$ cat src/rtl/card_pkg.sv
// Shared definitions for the card dealer: state encoding, deck constants
// and the rank-to-blackjack-value mapping.
package card_pkg;

  typedef enum logic [2:0] {
    IDLE   = 3'd0,
    SAMPLE = 3'd1,
    CHECK  = 3'd2,
    DEAL   = 3'd3,
    HOLD   = 3'd4
  } state_e;

  localparam int NUM_RANKS = 13;
  localparam int DECK_SIZE = 52;

  // Ace counts 1, pips count face value, J/Q/K count 10.
  function automatic logic [3:0] rank_value(input logic [3:0] rank);
    return (rank >= 4'd10) ? 4'd10 : rank;
  endfunction

endpackage

$ cat src/rtl/card_dealer_hold_timer.sv
// Counts 2 kHz strobes after a start pulse and emits a single-cycle done
// pulse on the strobe that reaches HOLD_TICKS.
module hold_timer #(
  parameter int HOLD_TICKS = 4000
) (
  input  logic clk_50M,
  input  logic i_Reset,
  input  logic start,
  input  logic i_Tick2K,
  output logic done
);

  localparam int CW = $clog2(HOLD_TICKS + 1);
  localparam logic [CW-1:0] LAST_COUNT = CW'(HOLD_TICKS);

  logic [CW-1:0] count_reg;
  logic [CW-1:0] count_next;
  logic          active_reg;
  logic          done_reg;

  assign count_next = count_reg + 1'b1;

  // start has priority so a strobe coinciding with it is not counted.
  always_ff @(posedge clk_50M) begin
    if (i_Reset) begin
      count_reg  <= '0;
      active_reg <= 1'b0;
      done_reg   <= 1'b0;
    end else begin
      done_reg <= 1'b0;
      if (start) begin
        count_reg  <= '0;
        active_reg <= 1'b1;
      end else if (active_reg && i_Tick2K) begin
        count_reg <= count_next;
        if (count_next == LAST_COUNT) begin
          active_reg <= 1'b0;
          done_reg   <= 1'b1;
        end
      end
    end
  end

  assign done = done_reg;

endmodule

$ cat src/rtl/card_dealer.sv
// Deals ranks 1..13 from a 52-card deck using the low nibble of the game
// counter as entropy, then holds the result for a timed display window.
module card_dealer
  import card_pkg::*;
#(
  parameter int WIDTH      = 12,
  parameter int HOLD_TICKS = 4000,
  parameter int MAX_COPIES = 4
) (
  input  logic             clk_50M,
  input  logic             i_Reset,
  input  logic             i_Tick2K,
  input  logic [WIDTH-1:0] i_Count,
  input  logic             i_Draw,
  input  logic             i_Shuffle,
  output logic [3:0]       o_Card,
  output logic [3:0]       o_Value,
  output logic             o_Valid,
  output logic             o_Busy,
  output logic             o_DeckEmpty,
  output logic             o_TwoSec
);

  localparam logic [2:0] ST_IDLE   = 3'(IDLE);
  localparam logic [2:0] ST_SAMPLE = 3'(SAMPLE);
  localparam logic [2:0] ST_CHECK  = 3'(CHECK);
  localparam logic [2:0] ST_DEAL   = 3'(DEAL);
  localparam logic [2:0] ST_HOLD   = 3'(HOLD);

  localparam logic [2:0] COPY_LIMIT = 3'(MAX_COPIES);
  localparam logic [5:0] DECK_FULL  = 6'(DECK_SIZE);
  localparam logic [3:0] LAST_CAND  = 4'(NUM_RANKS - 1);

  logic [2:0]           state_reg, state_next;
  logic [3:0]           cand_reg, cand_next;
  logic [5:0]           dealt_reg;
  logic [3:0]           card_reg;
  logic [3:0]           value_reg;
  logic                 valid_reg;
  logic                 deck_empty_reg;
  logic [NUM_RANKS-1:0] full_vec;
  logic                 cand_full;
  logic                 hold_done;
  logic [3:0]           raw;
  logic [3:0]           folded;
  logic                 shuffle_now;
  logic                 unused_count_bits;

  assign raw               = i_Count[3:0];
  assign folded            = (raw >= 4'd13) ? (raw - 4'd13) : raw;
  assign unused_count_bits = ^i_Count[WIDTH-1:4];
  assign shuffle_now       = (state_reg == ST_IDLE) && i_Shuffle;
  assign cand_full         = full_vec[cand_reg];

  // One saturating copy counter per rank; shuffle and reset empty them all.
  genvar gi;
  generate
    for (gi = 0; gi < NUM_RANKS; gi++) begin : g_copies
      logic [2:0] copy_reg;

      always_ff @(posedge clk_50M) begin
        if (i_Reset || shuffle_now) begin
          copy_reg <= '0;
        end else if (state_reg == ST_DEAL && cand_reg == 4'(gi)) begin
          copy_reg <= copy_reg + 3'd1;
        end
      end

      assign full_vec[gi] = (copy_reg == COPY_LIMIT);
    end
  endgenerate

  always_comb begin
    state_next = state_reg;
    cand_next  = cand_reg;
    case (state_reg)
      ST_IDLE: begin
        if (!i_Shuffle && i_Draw && !deck_empty_reg) begin
          state_next = ST_SAMPLE;
        end
      end
      ST_SAMPLE: begin
        cand_next  = folded;
        state_next = ST_CHECK;
      end
      ST_CHECK: begin
        // Linear probe to the next rank; terminates because the deck is not empty.
        if (cand_full) begin
          cand_next = (cand_reg == LAST_CAND) ? 4'd0 : (cand_reg + 4'd1);
        end else begin
          state_next = ST_DEAL;
        end
      end
      ST_DEAL: begin
        state_next = ST_HOLD;
      end
      ST_HOLD: begin
        if (hold_done) begin
          state_next = ST_IDLE;
        end
      end
      default: begin
        state_next = ST_IDLE;
      end
    endcase
  end

  always_ff @(posedge clk_50M) begin
    if (i_Reset) begin
      state_reg      <= ST_IDLE;
      cand_reg       <= '0;
      dealt_reg      <= '0;
      card_reg       <= '0;
      value_reg      <= '0;
      valid_reg      <= 1'b0;
      deck_empty_reg <= 1'b0;
    end else begin
      state_reg <= state_next;
      cand_reg  <= cand_next;
      valid_reg <= 1'b0;
      if (shuffle_now) begin
        dealt_reg      <= '0;
        deck_empty_reg <= 1'b0;
      end
      // Card outputs are loaded on entry to DEAL so they are valid during it.
      if (state_reg == ST_CHECK && !cand_full) begin
        card_reg  <= cand_reg + 4'd1;
        value_reg <= rank_value(cand_reg + 4'd1);
        valid_reg <= 1'b1;
      end
      if (state_reg == ST_DEAL) begin
        dealt_reg      <= dealt_reg + 6'd1;
        deck_empty_reg <= ((dealt_reg + 6'd1) == DECK_FULL);
      end
    end
  end

  hold_timer #(
    .HOLD_TICKS(HOLD_TICKS)
  ) u_hold_timer (
    .clk_50M  (clk_50M),
    .i_Reset  (i_Reset),
    .start    (state_reg == ST_DEAL),
    .i_Tick2K (i_Tick2K),
    .done     (hold_done)
  );

  assign o_Card      = card_reg;
  assign o_Value     = value_reg;
  assign o_Valid     = valid_reg;
  assign o_Busy      = (state_reg != ST_IDLE);
  assign o_DeckEmpty = deck_empty_reg;
  assign o_TwoSec    = hold_done;

endmodule

$ cat config.mk
export PLATFORM = sky130hd
export DESIGN_NAME = card_dealer
export DESIGN_NICKNAME = d
export VERILOG_FILES = /design/src/rtl/card_pkg.sv /design/src/rtl/card_dealer_hold_timer.sv /design/src/rtl/card_dealer.sv
export SDC_FILE = /design/constraint.sdc
export NUM_CORES = 1
export LEC_CHECK = 0
export ABC_AREA = 1
export CAP_MARGIN = 0
export CORE_ASPECT_RATIO = 0.8
export CORE_MARGIN = 3
export CORE_UTILIZATION = 61
export CTS_BUF_LIST = sky130_fd_sc_hd__clkbuf_4 sky130_fd_sc_hd__clkbuf_8
export CTS_CLUSTER_SIZE = 20
export DETAILED_ROUTE_END_ITERATION = 12
export GPL_TIMING_DRIVEN = 0
export HOLD_SLACK_MARGIN = 0.15
export PLACE_DENSITY = 0.82
export SETUP_SLACK_MARGIN = 0.3
export SYNTH_ARGS = -nofsm -noshare
export SYNTH_HDL_FRONTEND = slang
export SYNTH_SLANG_ARGS = --single-unit
$ cat constraint.sdc
create_clock -name clk_50M -period 2.4 [get_ports clk_50M]
set_input_delay 0.24 -clock clk_50M [delete_from_list [all_inputs] [get_ports clk_50M]]
set_output_delay 0.24 -clock clk_50M [all_outputs]
set_load 0.03 [all_outputs]
# Word level (Yosys, flattened, before mapping)
# Index checks and enable logic that the tools add are counted.
[classes] addsub=17 magnitude_cmp=3 eq_ne=35 muxes=20 n_bitwise=1 reduce_logical=34
[ops] op="$eq A3 B3 Y1 const B" n=14
[ops] op="$add A3 B1 Y3 const B" n=13
[ops] op="$eq A4 B4 Y1 const B" n=5
[ops] op="$logic_and A1 B1 Y1" n=18
[ops] op="$eq A4 B3 Y1 const B" n=4
[ops] op="$mux W4" n=4
[ops] op="$pmux W3 S5" n=1
[ops] op="$add A12 B1 Y12 const B" n=1
[ops] op="$eq A12 B12 Y1 const B" n=1
[ops] op="$mux W6" n=2
[ops] op="$mux W3" n=3
[ops] op="$eq A4 B2 Y1 const B" n=2
[ops] op="$ge A4 B4 Y1 const B" n=2
[ops] op="$mux W1" n=8
[ops] op="$pmux W4 S2" n=1
[ops] op="$reduce_bool A2 Y1" n=4
[ops] op="$add A6 B1 Y6 const B" n=1
[ops] op="$eq A3 B2 Y1 const B" n=2
[ops] op="$eq A6 B6 Y1 const B" n=1
[ops] op="$lt A4 B5 Y1 const B" n=1
[ops] op="$add A4 B1 Y4 const B" n=1
[ops] op="$bmux W1 S4" n=1
[ops] op="$eq A4 B1 Y1 const B" n=1
[ops] op="$logic_not A4 Y1" n=1
[ops] op="13 further kinds" n=18
[word_totals] ff_bits=76 input_bits=17 out_inout_bits=12

# Depth between registers and ports, before layout
[depth] word_depth=6 mapped_depth=12 ltp_nobuf=12

# Hierarchy
# Synthesis repeated with hierarchy kept, for this count alone.
[unflattened] cells_unflattened=590 area_unflattened_um2=4261.6
[by_module_without_submodules] module="card_dealer" n_inst=1 cells_per_inst=464 area_per_inst_um2=3445.8 seq_area_each_um2=1241.2
[by_module_without_submodules] module="hold_timer" n_inst=1 cells_per_inst=126 area_per_inst_um2=815.8 seq_area_each_um2=280.3

# Least setup slack after synthesis
# OpenSTA, ideal clock, no wires.
[synth_path] kind="register to register" from="register u_hold_timer.count_reg[0]" to="register u_hold_timer.active_reg" setup_time_ns=0.132 arrival_time_ns=1.325 slack_ns=0.943 path_stages_with_launch=11 period_less_slack_ns=1.457 cell_sequence="dfxtp_1 ha_1 nand2_1 o21ai_1 nand2_1 nor2_1 nand3_1 nor2_1 nand2_1 nand2_1 a21oi_1"
[synth_between] elab_chain_len=4
[synth_lines] element="start, declared" line="card_dealer_hold_timer.sv:16" rtl="logic [CW-1:0] count_reg;"
[synth_lines] element="start signal, assigned" line="card_dealer_hold_timer.sv:35" rtl="count_reg <= count_next;"
[synth_lines] element="$add A12 B1 Y12" line="card_dealer_hold_timer.sv:21" rtl="assign count_next = count_reg + 1'b1;"
[synth_lines] element="$eq A12 B12 Y1" line="card_dealer_hold_timer.sv:36" rtl="if (count_next == LAST_COUNT) begin"
[synth_lines] element="$reduce_bool A2 Y1 (no source line)"
[synth_lines] element="$reduce_and A2 Y1 (no source line)"
[synth_lines] element="end signal, assigned" line="card_dealer_hold_timer.sv:27" rtl="active_reg <= 1'b0;"
[synth_lines] element="end signal, assigned" line="card_dealer_hold_timer.sv:33" rtl="active_reg <= 1'b1;"
[synth_lines] element="end signal, assigned" line="card_dealer_hold_timer.sv:37" rtl="active_reg <= 1'b0;"
[synth_lines] element="end, declared" line="card_dealer_hold_timer.sv:18" rtl="logic active_reg;"
# No other way between the ends.
# A chain may end at the register's enable or synchronous reset.

# Worst setup path after layout
[layout_path] from="register state_reg[0]" to="output o_Busy"
[layout_between] elab_chain_len=1
[layout_lines] element="start, declared" line="card_dealer.sv:34" rtl="logic [2:0] state_reg, state_next;"
[layout_lines] element="start signal, assigned" line="card_dealer.sv:118" rtl="state_reg <= state_next;"
[layout_lines] element="$reduce_bool A3 Y1" line="card_dealer.sv:151" rtl="assign o_Busy = (state_reg != ST_IDLE);"
[layout_lines] element="end, declared" line="card_dealer.sv:19" rtl="output logic o_Busy,"
# No other way between the ends.

==> impl_metrics.csv <==
group,metric,value,unit
run,max_cap_viol_count,0,
power,p_sw_share,28.19,%
yosys,synthesis.nets,631,
yosys,synth_seq_cells,76,
hold_path,hold_depth,2,
worst_setup_path,cpMaxStageDelayCell,"clkdlybuf4s50_1",
power,p_int,2237,uW
drt,via_per_inst,5.367,
yosys,synth_flop_cell,"dfxtp_1",
yosys,syn_inst,577,
drt,vias,3741,
worst_setup_path,crit_chain,"nor2_1, inv_2, nor2_1, inv_1, clkdlybuf4s50_1",
yosys,yosys.area.top_type,"dfxtp_1",
cells_and_area,instances_no_fill,697,
floorplanning,die_h,80.59,um
sta,final.min_clock_period,2.000,ns
clock_tree,clock-sinks,76,
clock_tree,post_cts_resized,0,
worst_setup_path,cp_slowest_stage_delay,0.60,ns
worst_setup_path,crit_path_frequent_cell,"nor2_1",
worst_setup_path,timing.rr.end,"u_hold_timer.active_reg",
hold_path,whs_endpoint,"g_copies[11].copy_reg[2]",
sta,finalCritPeriodShare,83.35,%
yosys,yosysMostFrequentCell,"nand2_1",
sta,slew_headroom,69.38,%
global_routing,grt_max_degree,13,
drt,wl,8.833,mm
power,p_per_area,649.0,mW/mm2
yosys,async_reset_ff_share,0,%
clock_tree,cts_root_buffer,"clkbuf_8",
clock_tree,ctsHoldBuffers,0,
sta,tightest_slew,0.4593,ns
floorplanning,core_area,0.006571,mm2
drt,dr.first_iter.drc_count,190,
yosys,synth_common_cells,"99 x nand2_1, 80 x inv_1, 76 x dfxtp_1",
cells_and_area,fillCellCount,537,
drt,drcViolationCount,0,
yosys,synth_cell_type_count,40,
sta,slew_violations,0,
clock_tree,cts_tree,"built",
floorplanning,die_area,0.007996,mm2
drt,final_antenna_net_count,0,
global_routing,grt_pass1_vias,3509,
worst_setup_path,start_kind,"flop",
placed_design,gp_congestion,0.8560,
power,seq_power_share,43.4,%
worst_setup_path,endpoint_kind,"primary output",
clock_tree,cts_buffers,9,
worst_setup_path,critical_path_arrival,1.76,ns
yosys,ys_warn_count,0,
yosys,synth_area,0.004242,mm2
power,pwr-share-clk,39.3,%
yosys,synth-seq-area-share,35.87,%
sta,fmax,0.4999,GHz
sta,finClkSkew,0.006425,ns
power,p_sw,878.4,uW
clock_tree,htreeDepth,3,
placed_design,io_buffers,20,
sta,finalSetupTns,0,ns
power,p_leak,0.001936,uW
floorplanning,io_pins,29,
drt,wire_per_inst,12.67,um
cells_and_area,multi_input_area,0.002302,mm2
sta,finalHoldViolCount,0,
worst_setup_path,reg2reg_from,"u_hold_timer.count_reg[0]",
cells_and_area,nNetsFinal,662,
cells_and_area,largest_reg_flops,39,
power,ir_worst_vdd,0.4174,mV
global_routing,grtUsageTotal,23.47,%
clock_tree,clk_latency,0.35,ns
yosys,synth_area_leaders,"dfxtp_1 36%, ha_1 11%, nand2_1 8.8%",
worst_setup_path,path_max_fanout,4,
clock_tree,post_cts_buffers,0,
global_routing,grt_antenna_before_repair,0,
outcome,status,"finished, final reports clean",
cells_and_area,seq_area,0.001521,mm2
floorplanning,initial_core_util,64.55,%
hold_path,hold_start,"g_copies[11].copy_reg[2]",
hold_path,hold_path.class,"flop to flop",
cells_and_area,diodes,0,
global_routing,grt_pass1_wl,15.17,mm
drt,first_pass_iters,5,
yosys,synth_area_per_cell,7.351,um2
sta,rsz0062_at_grt,"false",
sta,setup_viol,0,
clock_tree,clockBufferDepth,2,
floorplanning,die_w,99.23,um
worst_setup_path,critPathRequiredTime,2.16,ns
clock_tree,clk_pin_slew,0.08,ns
placed_design,hpwlAfterDp,6.411,mm
global_routing,grt_remaining_overflow,0,
worst_setup_path,path_class,"flop to primary output",
cells_and_area,drive_gt1_share,11.58,%
worst_setup_path,reg2reg_depth,10,
worst_setup_path,ff2ff_setup_slack,0.68,ns
sta,holdWs,0.4613,ns
yosys,synth_enable_flop_cells,0,
floorplanning,rows,26,
cells_and_area,syn_to_final_growth,13.19,%
power,share_comb_of_total_power,17.3,%
placed_design,dp_cells,681,
yosys,synth_top_area_share,35.87,%
through the flow:
| stage | total power (uW) | setup slack (ns) | utilization (%) | cell area [um2] |
|---|---|---|---|---|
| after floorplan | 1756 | 0.9427 | - | 4242 |
| after global placement | 1888 | 0.4743 | 69.19 | 4547 |
| after detailed placement | 1904 | 0.3807 | 69.19 | 4547 |
| after CTS | 3123 | 0.4034 | 73.06 | 4801 |
| after global routing | 3253 | 0.3124 | 73.06 | 4801 |
| final | 3116 | 0.3997 | 73.06 | 4801 |
cells by family (layout without fill, tap and decap cells):
family | after synthesis | in the layout | share of synthesized area [%]
AO/OA/AOI/OAI | 122 | 122 | 15.04
XOR/XNOR | 8 | 8 | 1.829
adder cells (fa/ha/maj) | 37 | 37 | 10.91
buffers and inverters | 106 | 142 | 9.852
flip-flops | 76 | 76 | 35.87
AND/OR/NAND/NOR | 228 | 228 | 26.49
cell usage in the layout (no fill, tap or decap), drive strengths merged:
cell and instances:
nand2 109, inv 95, dfxtp 76, a21oi 70, nor2 46, o21ai 43
nand3 42, ha 37, clkdlybuf4s50 20, clkbuf 15, nor3 15, nand4 8
buf 8, xor2 5, and3 4, xnor2 3, a31oi 3, bufinv 3
o211ai 2, nand3b 2, o22ai 2, or3b 1, nor4 1, a21o 1
o21bai 1, clkinv 1
metal layers:
metal  part of all wire [%]  vias up  GRT usage, %
li1                       -     1945             -
met4                    1.1        0         7.367
met5                      0        -             0
met3                    5.4       13         5.035
met1                     48     1689         30.30
met2                     45       94         39.28
worst max path at each step:
stage / startpoint / endpoint / slack (ns) / cells after the start
final: state_reg[0] / o_Busy / 0.40 / 5
after detailed placement: i_Count[0] / cand_reg[3] / 0.38 / 10
after global routing: state_reg[0] / o_Busy / 0.31 / 5
after global placement: i_Count[0] / cand_reg[1] / 0.47 / 9
after floorplan: u_hold_timer.count_reg[0] / u_hold_timer.active_reg / 0.94 / 10
after CTS: state_reg[0] / o_Busy / 0.40 / 5
worst max-delay path, delay by kind of cell, from the launching register on:
kind / cells / cell delay [ns]
flip-flops: 1 / 0.35
buffers and inverters: 3 / 0.73
AND/OR/NAND/NOR: 2 / 0.34
cell type report:
type	instances	share of cell area, %
inverter	95	7.480
timing repair buffer	20	4.170
multi-input combinational	395	47.95
buffer	11	1.225
clock buffer	12	3.310
tap	84	2.189
sequential	76	31.69
clock inverter	4	1.981
power groups by stage:
stage	clock, uW	sequential [uW]	combinational (uW)
after floorplan	0	1390	361
final	1230	1350	538
after detailed placement	0	1380	524
after global routing	1300	1360	591
after global placement	0	1380	511
after CTS	1240	1350	531
Power figures use the tool's default switching activity.
